## src/rtl/raycast_pkg.sv

```systemverilog
// Shared definitions for the raycaster host master: register map, control bits and FSM
// state encodings for the sequencer and the single-transfer engine.
package raycast_pkg;

  localparam logic [7:0] REG_CONTROL       = 8'd0;
  localparam logic [7:0] REG_STATUS        = 8'd1;
  localparam logic [7:0] REG_RAY_BUF_ADR   = 8'd4;
  localparam logic [7:0] REG_RAY_BUF_COUNT = 8'd8;
  localparam logic [7:0] REG_OCTREE_ADR    = 8'd12;
  localparam logic [7:0] REG_FB_ADR        = 8'd16;
  localparam logic [7:0] REG_CACHE_HITS    = 8'd20;
  localparam logic [7:0] REG_CACHE_MISS    = 8'd24;

  localparam logic [7:0] CTRL_START = 8'h01;

  typedef enum logic [2:0] {
    StIdle,
    StCfg,
    StStart,
    StPollWait,
    StPoll,
    StStats,
    StDone
  } host_state_e;

  typedef enum logic [1:0] {
    XferIdle,
    XferBus,
    XferGap
  } xfer_state_e;

endpackage

```

## src/rtl/raycast_host_master_if.sv

```systemverilog
// Wishbone classic bus between the raycaster host master and the register block slave.
interface raycast_host_master_if;

  logic [7:0] wb_adr_o;
  logic [7:0] wb_dat_o;
  logic       wb_we_o;
  logic       wb_cyc_o;
  logic       wb_stb_o;
  logic [2:0] wb_cti_o;
  logic [1:0] wb_bte_o;
  logic [7:0] wb_dat_i;
  logic       wb_ack_i;
  logic       wb_err_i;
  logic       wb_rty_i;

  modport master (
    output wb_adr_o, wb_dat_o, wb_we_o, wb_cyc_o, wb_stb_o, wb_cti_o, wb_bte_o,
    input  wb_dat_i, wb_ack_i, wb_err_i, wb_rty_i
  );

  modport slave (
    input  wb_adr_o, wb_dat_o, wb_we_o, wb_cyc_o, wb_stb_o, wb_cti_o, wb_bte_o,
    output wb_dat_i, wb_ack_i, wb_err_i, wb_rty_i
  );

endinterface

```

## src/rtl/raycast_wb_xfer.sv

```systemverilog
// Single Wishbone classic transfer engine: holds the strobe until a response, reissues on
// retry after the idle cycle, and aborts with err_o after ACK_TIMEOUT cycles without ack.
module raycast_wb_xfer
  import raycast_pkg::*;
#(
  parameter int unsigned ACK_TIMEOUT = 255
) (
  input  logic                  wb_clk,
  input  logic                  wb_rst,
  raycast_host_master_if.master wb,
  input  logic                  req_i,
  input  logic                  we_i,
  input  logic [7:0]            adr_i,
  input  logic [7:0]            wdata_i,
  output logic                  done_o,
  output logic                  err_o,
  output logic [7:0]            rdata_o
);

  localparam logic [7:0] TimeoutLast = 8'(ACK_TIMEOUT - 1);

  xfer_state_e state_q, state_d;
  logic        cyc_q, cyc_d;
  logic        we_q, we_d;
  logic [7:0]  adr_q, adr_d;
  logic [7:0]  dat_q, dat_d;
  logic [7:0]  cnt_q, cnt_d;
  logic        rty_q, rty_d;
  logic        resp;
  logic        timeout;

  always_comb begin
    resp    = wb.wb_ack_i | wb.wb_err_i | wb.wb_rty_i;
    timeout = (state_q == XferBus) && !resp && (cnt_q >= TimeoutLast);
  end

  always_comb begin
    state_d = state_q;
    cyc_d   = cyc_q;
    we_d    = we_q;
    adr_d   = adr_q;
    dat_d   = dat_q;
    rty_d   = rty_q;
    // Saturating; keeps running through retry gaps so retries share one timeout budget.
    cnt_d   = (cnt_q == 8'hFF) ? cnt_q : cnt_q + 8'd1;
    unique case (state_q)
      XferIdle, XferGap: begin
        if ((state_q == XferGap) && rty_q) begin
          state_d = XferBus;
          cyc_d   = 1'b1;
          rty_d   = 1'b0;
        end else if (req_i) begin
          state_d = XferBus;
          cyc_d   = 1'b1;
          we_d    = we_i;
          adr_d   = adr_i;
          dat_d   = wdata_i;
          cnt_d   = '0;
        end else begin
          state_d = XferIdle;
        end
      end
      XferBus: begin
        if (resp || timeout) begin
          state_d = XferGap;
          cyc_d   = 1'b0;
          rty_d   = wb.wb_rty_i & ~wb.wb_ack_i & ~wb.wb_err_i;
        end
      end
      default: state_d = XferIdle;
    endcase
  end

  always_ff @(posedge wb_clk) begin
    if (wb_rst) begin
      state_q <= XferIdle;
      cyc_q   <= 1'b0;
      we_q    <= 1'b0;
      adr_q   <= '0;
      dat_q   <= '0;
      cnt_q   <= '0;
      rty_q   <= 1'b0;
    end else begin
      state_q <= state_d;
      cyc_q   <= cyc_d;
      we_q    <= we_d;
      adr_q   <= adr_d;
      dat_q   <= dat_d;
      cnt_q   <= cnt_d;
      rty_q   <= rty_d;
    end
  end

  always_comb begin
    done_o      = (state_q == XferBus) && wb.wb_ack_i;
    err_o       = (state_q == XferBus) && !wb.wb_ack_i && (wb.wb_err_i || timeout);
    rdata_o     = wb.wb_dat_i;
    wb.wb_cyc_o = cyc_q;
    wb.wb_stb_o = cyc_q;
    wb.wb_we_o  = we_q;
    wb.wb_adr_o = adr_q;
    wb.wb_dat_o = dat_q;
    wb.wb_cti_o = 3'b000;
    wb.wb_bte_o = 2'b00;
  end

endmodule

```

## src/rtl/raycast_host_master.sv

```systemverilog
// Wishbone host sequencer for the raycaster: programs the config registers, starts a frame,
// polls for completion and reads back the cache hit/miss counters.
module raycast_host_master
  import raycast_pkg::*;
#(
  parameter int unsigned POLL_GAP    = 16,
  parameter int unsigned ACK_TIMEOUT = 255
) (
  input  logic                  wb_clk,
  input  logic                  wb_rst,
  raycast_host_master_if.master wb,
  input  logic                  go_i,
  input  logic [31:0]           ray_buf_adr_i,
  input  logic [31:0]           ray_buf_count_i,
  input  logic [31:0]           octree_adr_i,
  input  logic [31:0]           fb_adr_i,
  output logic                  busy_o,
  output logic                  done_o,
  output logic                  error_o,
  output logic [31:0]           cache_hits_o,
  output logic [31:0]           cache_miss_o
);

  localparam int unsigned PollW = (POLL_GAP > 1) ? $clog2(POLL_GAP) : 1;
  localparam logic [PollW-1:0] PollLast = PollW'(POLL_GAP - 1);

  host_state_e      state_q, state_d;
  logic [3:0]       idx_q;
  logic [PollW-1:0] poll_cnt_q;
  logic [127:0]     cfg_q;
  logic [55:0]      stats_q;
  logic             error_q;
  logic [31:0]      hits_q, miss_q;

  logic       xfer_req, xfer_we, xfer_done, xfer_err;
  logic [7:0] xfer_adr, xfer_wdata, xfer_rdata;

  raycast_wb_xfer #(
    .ACK_TIMEOUT(ACK_TIMEOUT)
  ) u_xfer (
    .wb_clk (wb_clk),
    .wb_rst (wb_rst),
    .wb     (wb),
    .req_i  (xfer_req),
    .we_i   (xfer_we),
    .adr_i  (xfer_adr),
    .wdata_i(xfer_wdata),
    .done_o (xfer_done),
    .err_o  (xfer_err),
    .rdata_o(xfer_rdata)
  );

  always_ff @(posedge wb_clk) begin
    if (wb_rst) begin
      state_q <= StIdle;
    end else begin
      state_q <= state_d;
    end
  end

  always_comb begin
    state_d = state_q;
    unique case (state_q)
      StIdle:     if (go_i) state_d = StCfg;
      StCfg: begin
        if (xfer_err) state_d = StDone;
        else if (xfer_done && (idx_q == 4'd15)) state_d = StStart;
      end
      StStart: begin
        if (xfer_err) state_d = StDone;
        else if (xfer_done) state_d = StPollWait;
      end
      StPollWait: if (poll_cnt_q == PollLast) state_d = StPoll;
      StPoll: begin
        // The status read is destructive, so one set finished bit ends polling.
        if (xfer_err) state_d = StDone;
        else if (xfer_done) state_d = xfer_rdata[0] ? StStats : StPollWait;
      end
      StStats: begin
        if (xfer_err) state_d = StDone;
        else if (xfer_done && (idx_q == 4'd7)) state_d = StDone;
      end
      StDone:     state_d = StIdle;
      default:    state_d = StIdle;
    endcase
  end

  // The first config write is requested straight from the go cycle to save a cycle.
  always_comb begin
    xfer_req   = 1'b0;
    xfer_we    = 1'b0;
    xfer_adr   = '0;
    xfer_wdata = '0;
    unique case (state_q)
      StIdle: begin
        xfer_req   = go_i;
        xfer_we    = 1'b1;
        xfer_adr   = REG_RAY_BUF_ADR;
        xfer_wdata = ray_buf_adr_i[31:24];
      end
      StCfg: begin
        xfer_req   = 1'b1;
        xfer_we    = 1'b1;
        xfer_adr   = REG_RAY_BUF_ADR + {4'd0, idx_q};
        xfer_wdata = cfg_q[127:120];
      end
      StStart: begin
        xfer_req   = 1'b1;
        xfer_we    = 1'b1;
        xfer_adr   = REG_CONTROL;
        xfer_wdata = CTRL_START;
      end
      StPoll: begin
        xfer_req = 1'b1;
        xfer_adr = REG_STATUS;
      end
      StStats: begin
        xfer_req = 1'b1;
        xfer_adr = REG_CACHE_HITS + {4'd0, idx_q};
      end
      default: ;
    endcase
    busy_o       = (state_q != StIdle);
    done_o       = (state_q == StDone);
    error_o      = error_q;
    cache_hits_o = hits_q;
    cache_miss_o = miss_q;
  end

  always_ff @(posedge wb_clk) begin
    if (wb_rst) begin
      idx_q      <= '0;
      poll_cnt_q <= '0;
      cfg_q      <= '0;
      stats_q    <= '0;
      error_q    <= 1'b0;
      hits_q     <= '0;
      miss_q     <= '0;
    end else begin
      if ((state_q != StCfg) && (state_q != StStats)) idx_q <= '0;
      else if (xfer_done) idx_q <= idx_q + 4'd1;

      if (state_q == StPollWait) poll_cnt_q <= poll_cnt_q + 1'b1;
      else poll_cnt_q <= '0;

      if ((state_q == StIdle) && go_i) begin
        cfg_q   <= {ray_buf_adr_i, ray_buf_count_i, octree_adr_i, fb_adr_i};
        error_q <= 1'b0;
      end else if ((state_q == StCfg) && xfer_done) begin
        cfg_q <= {cfg_q[119:0], 8'h00};
      end

      if (xfer_err) error_q <= 1'b1;

      if ((state_q == StStats) && xfer_done) begin
        stats_q <= {stats_q[47:0], xfer_rdata};
        if (idx_q == 4'd7) begin
          hits_q <= stats_q[55:24];
          miss_q <= {stats_q[23:0], xfer_rdata};
        end
      end
    end
  end

endmodule

```

## src/flat_wrapper.sv

```systemverilog
// flat-port wrapper written by rule: the top's interface ports become plain ports
module raycast_host_master_flat import raycast_pkg::*;
#(
  parameter int unsigned POLL_GAP    = 16,
  parameter int unsigned ACK_TIMEOUT = 255
)
  (wb_clk, wb_rst, go_i, ray_buf_adr_i, ray_buf_count_i, octree_adr_i, fb_adr_i, busy_o, done_o, error_o, cache_hits_o, cache_miss_o, wb_wb_adr_o, wb_wb_dat_o, wb_wb_we_o, wb_wb_cyc_o, wb_wb_stb_o, wb_wb_cti_o, wb_wb_bte_o, wb_wb_dat_i, wb_wb_ack_i, wb_wb_err_i, wb_wb_rty_i);
  raycast_host_master_if wb_i ();
  input  logic wb_clk;
  input  logic wb_rst;
  input  logic go_i;
  input  logic [31:0] ray_buf_adr_i;
  input  logic [31:0] ray_buf_count_i;
  input  logic [31:0] octree_adr_i;
  input  logic [31:0] fb_adr_i;
  output logic busy_o;
  output logic done_o;
  output logic error_o;
  output logic [31:0] cache_hits_o;
  output logic [31:0] cache_miss_o;
  output wire logic [$bits(wb_i.wb_adr_o)-1:0] wb_wb_adr_o;
  output wire logic [$bits(wb_i.wb_dat_o)-1:0] wb_wb_dat_o;
  output wire logic [$bits(wb_i.wb_we_o)-1:0] wb_wb_we_o;
  output wire logic [$bits(wb_i.wb_cyc_o)-1:0] wb_wb_cyc_o;
  output wire logic [$bits(wb_i.wb_stb_o)-1:0] wb_wb_stb_o;
  output wire logic [$bits(wb_i.wb_cti_o)-1:0] wb_wb_cti_o;
  output wire logic [$bits(wb_i.wb_bte_o)-1:0] wb_wb_bte_o;
  input wire logic [$bits(wb_i.wb_dat_i)-1:0] wb_wb_dat_i;
  input wire logic [$bits(wb_i.wb_ack_i)-1:0] wb_wb_ack_i;
  input wire logic [$bits(wb_i.wb_err_i)-1:0] wb_wb_err_i;
  input wire logic [$bits(wb_i.wb_rty_i)-1:0] wb_wb_rty_i;
  assign wb_wb_adr_o = wb_i.wb_adr_o;
  assign wb_wb_dat_o = wb_i.wb_dat_o;
  assign wb_wb_we_o = wb_i.wb_we_o;
  assign wb_wb_cyc_o = wb_i.wb_cyc_o;
  assign wb_wb_stb_o = wb_i.wb_stb_o;
  assign wb_wb_cti_o = wb_i.wb_cti_o;
  assign wb_wb_bte_o = wb_i.wb_bte_o;
  assign wb_i.wb_dat_i = wb_wb_dat_i;
  assign wb_i.wb_ack_i = wb_wb_ack_i;
  assign wb_i.wb_err_i = wb_wb_err_i;
  assign wb_i.wb_rty_i = wb_wb_rty_i;
  raycast_host_master #(.POLL_GAP(POLL_GAP), .ACK_TIMEOUT(ACK_TIMEOUT)) u_core (.wb_clk(wb_clk), .wb_rst(wb_rst), .wb(wb_i), .go_i(go_i), .ray_buf_adr_i(ray_buf_adr_i), .ray_buf_count_i(ray_buf_count_i), .octree_adr_i(octree_adr_i), .fb_adr_i(fb_adr_i), .busy_o(busy_o), .done_o(done_o), .error_o(error_o), .cache_hits_o(cache_hits_o), .cache_miss_o(cache_miss_o));
endmodule
```

## config.mk

```make
export PLATFORM = sky130hd
export DESIGN_NAME = raycast_host_master_flat
export DESIGN_NICKNAME = d
export VERILOG_FILES = /design/src/rtl/raycast_pkg.sv /design/src/rtl/raycast_host_master_if.sv /design/src/rtl/raycast_wb_xfer.sv /design/src/rtl/raycast_host_master.sv /design/src/flat_wrapper.sv
export SDC_FILE = /design/constraint.sdc
export NUM_CORES = 1
export LEC_CHECK = 0
export CORE_MARGIN = 3
export CORE_UTILIZATION = 52
export CTS_CLUSTER_DIAMETER = 100
export DETAILED_ROUTE_END_ITERATION = 7
export PLACE_DENSITY = 0.8
export SYNTH_ARGS = -nofsm -noshare
export SYNTH_HDL_FRONTEND = slang
export SYNTH_HIERARCHICAL = 1
export SYNTH_SLANG_ARGS = --single-unit
```

## constraint.sdc

```tcl
create_clock -name wb_clk -period 2.05 [get_ports wb_clk]
set_input_delay 0.41 -clock wb_clk [delete_from_list [all_inputs] [get_ports wb_clk]]
set_output_delay 0.41 -clock wb_clk [all_outputs]
set_load 0.01 [all_outputs]
```

==> flow_metrics.env <==
export IMPL_outcome="complete, no violations"
export IMPL_power_uw=17100
export IMPL_clock_fmax_mhz=513
export IMPL_gp_congestion=0.868
export IMPL_ys_warnings_count=6
export IMPL_cts_buffers=29
export IMPL_ir_drop_uv=647
export IMPL_seq_area_frac_synth=0.490
export IMPL_htreeDepth=1
export IMPL_vias_per_cell=5.55
export IMPL_period_share=0.951
export IMPL_cts_sinks=289
export IMPL_dieWidth_um=157
export IMPL_worstPathRequired_ns=2.52
export IMPL_hold_path_class="primary input to flop"
export IMPL_synth_edf_count=0
export IMPL_placed_cell_area_sq_um=14400
export IMPL_design_core_area_sq_um=22000
export IMPL_rsz0062_at_grt="no"
export IMPL_clk_latency_ns=0.54
export IMPL_diodes=0
export IMPL_dr_pass1_iters=6
export IMPL_io_buffers=227
export IMPL_grt_usage=0.243
export IMPL_grt_first_pass_wirelength_um=50200
export IMPL_cts_root_buf="clkbuf_16"
export IMPL_grt_pass1_vias=10318
export IMPL_synth_top_cell_area_share=0.490
export IMPL_setup_tns_final_ns=0
export IMPL_path_clk_slew_ns=0.06
export IMPL_skew_ns=0.00910
export IMPL_antenna_found_initial=0
export IMPL_num_nets_final=1819
export IMPL_vias=10948
export IMPL_ys_ff_latch=289
export IMPL_areaGrowthSynthToFinish_pct=30.9
export IMPL_dieArea_sq_um=24500
export IMPL_path_class="flop to flop"
export IMPL_postSynthAreaPerCell_sq_um=7.90
export IMPL_yosys_most_used_dff="dfxtp_1"
export IMPL_hold_buffers=0
export IMPL_num_io_pins=233
export IMPL_worstPathMaxFanout=6
export IMPL_overflow=0
export IMPL_syn_inst=1494
export IMPL_finalHoldViolations=0
export IMPL_drc=0
export IMPL_clockBufferDepth=3
export IMPL_crit_path_start_kind="flop"
export IMPL_wl_um=30800
export IMPL_route_detailed_wl_per_inst_um=15.6
export IMPL_cts_tree="yes"
export IMPL_slew_viol_final=0
export IMPL_die_y_um=157
export IMPL_dp_hpwl_um=20300
export IMPL_rows=54
export IMPL_synth_cell_types=52
export IMPL_yosys_top_cells_area="dfxtp_1 (49%), nand2_1 (15%), a311oi_1 (8.5%), a21oi_1 (6.7%), nor2_1 (4.3%)"
export IMPL_power_density_nw_per_um2=1110
export IMPL_fin_crit_ns=1.95
export IMPL_fillers=1720
export IMPL_async_flop_share=0
export IMPL_final_area_sq_um=15400
export IMPL_synth_area_sq_um=11800
export IMPL_cp_end_kind="flop"
export IMPL_finalSetupViolations=0
export IMPL_start_util=0.536
export IMPL_yosysTopAreaCell="dfxtp_1"
export IMPL_p_leak_uw=0.00540
export IMPL_crit_arrival_ns=2.42
export IMPL_antenna_left=0
export IMPL_timing_max_cap_violations=0
export IMPL_initialDrtViolationCount=885
export IMPL_drive_above_1_share=0.0779
export IMPL_grt_max_degree=86
## critical path: stages (launching register included)
cell	delay, ns
dfxtp_1	0.44
ha_1	0.20
o211ai_1	0.11
nor3_1	0.16
o21a_2	0.21
nor3_1	0.09
a211oi_1	0.34
nand4_1	0.21
nand3_1	0.14
## through the flow
stage	hold WS (ns)	cells	utilization	setup slack [ns]
2_1_floorplan	0.418	1499	-	0.231
3_3_place_gp	0.431	1919	0.653	-0.178
3_5_place_dp	0.444	1919	0.653	-0.229
4_1_cts	0.375	1973	0.700	0.0399
5_1_grt	0.396	1974	0.701	0.0103
6_report	0.381	1974	0.701	0.101
## registers in the layout (all words and copies together) (netlist names)
| register | flops |
|---|---|
| u_core/u_xfer/state_q | 2 |
| u_core/u_xfer/cnt_q | 8 |
| u_core/u_xfer/wb.wb_cyc_o | 1 |
| u_core/error_o | 1 |
| u_core/u_xfer/wb.wb_adr_o | 8 |
| u_core/u_xfer/wb.wb_we_o | 1 |
| u_core/u_xfer/wb.wb_dat_o | 8 |
| u_core/cfg_q | 128 |
| u_core/stats_q | 56 |
| u_core/poll_cnt_q | 4 |
| u_core/cache_miss_o | 32 |
| u_core/idx_q | 4 |
| u_core/u_xfer/rty_q | 1 |
| u_core/state_q | 3 |
| u_core/cache_hits_o | 32 |
## cell usage after synthesis, types with 3 or more instances
library cell and count:
a211oi_1 4, a21oi_1 159, a22oi_1 7, a311oi_1 114, a31oi_1 7, and2_1 3
and3_1 4, buf_1 10, buf_2 36, buf_4 36, clkbuf_1 55, dfxtp_1 289
ha_1 6, inv_1 10, mux2i_1 10, nand2_1 487, nand2b_1 3, nand3_1 32
nor2_1 136, nor3_1 14, nor3b_1 3, o21ai_0 5, o21ai_1 17, xnor2_1 5
xor2_1 3
## final cells by class
class                   instances  area (sq um)  share of cell area
repair buffers                279          2890               0.187
inverters                      10          37.5             0.00243
flip-flops and latches        289          5790               0.375
clock buffers                  43           878              0.0569
well taps                     280           350              0.0227
multi-input cells            1062          5360               0.347
clock inverters                11           141             0.00916
## placed cells by master (no fill, tap or decap), types with 4 or more instances in the layout
| cell type | count |
|---|---|
| a311oi_1 | 114 |
| clkbuf_1 | 4 |
| nor3_1 | 12 |
| nand2_1 | 486 |
| o21ai_1 | 17 |
| clkbuf_16 | 29 |
| a22oi_1 | 7 |
| conb_1 | 7 |
| buf_12 | 18 |
| o21ai_0 | 5 |
| nor2_1 | 136 |
| nand3_1 | 30 |
| clkdlybuf4s50_1 | 224 |
| clkinv_2 | 4 |
| inv_1 | 10 |
| mux2i_1 | 10 |
| a211oi_1 | 4 |
| ha_1 | 6 |
| a31oi_1 | 7 |
| clkbuf_8 | 11 |
| a21oi_1 | 158 |
| buf_4 | 34 |
| xnor2_1 | 5 |
| dfxtp_1 | 288 |
## cells by family after synthesis
family / Yosys count / share of synthesized area
compound gates: 325 / 0.182
buf+inv: 148 / 0.0630
flops: 289 / 0.490
xor+xnor: 8 / 0.00594
mux: 10 / 0.00848
other cells: 2 / 0.000637
simple gates: 706 / 0.243
fa+ha+maj: 6 / 0.00636
## what timing repair did
item	4_1_cts	5_1_grt
gates resized for setup	7	6
pin swaps	1	1
setup buffers	0	1
setup endpoints to repair	2	4
## final timing paths
check	start	endpoint	slack, ns	depth (start not counted)
setup / recovery	u_core/u_xfer/cnt_q[1]	u_core/state_q[2]	0.10	8
hold / removal	wb_rst	u_core/u_xfer/wb.wb_dat_o[1]	0.38	2
setup reg to reg	u_core/u_xfer/cnt_q[1]	u_core/state_q[2]	0.10	8
hold reg to reg	u_core/cache_miss_o[13]	u_core/cache_miss_o[13]	0.45	2
## report_power, final
part / total, uW / leakage (uW) / internal, uW / switching, uW
clock: 5510 / 0.000497 / 3340 / 2170
combinational: 4430 / 0.00254 / 1950 / 2480
sequential: 7190 / 0.00236 / 6590 / 595
total: 17100 / 0.00540 / 11900 / 5250
## per-layer routing
metal,track usage,part of all wire,up-vias
met3,0.0384,0.059,54
met4,0.0667,0.025,0
met1,0.322,0.42,5109
li1,-,-,5420
met2,0.412,0.49,365
met5,0,0,-
Power figures use the tool's default switching activity.
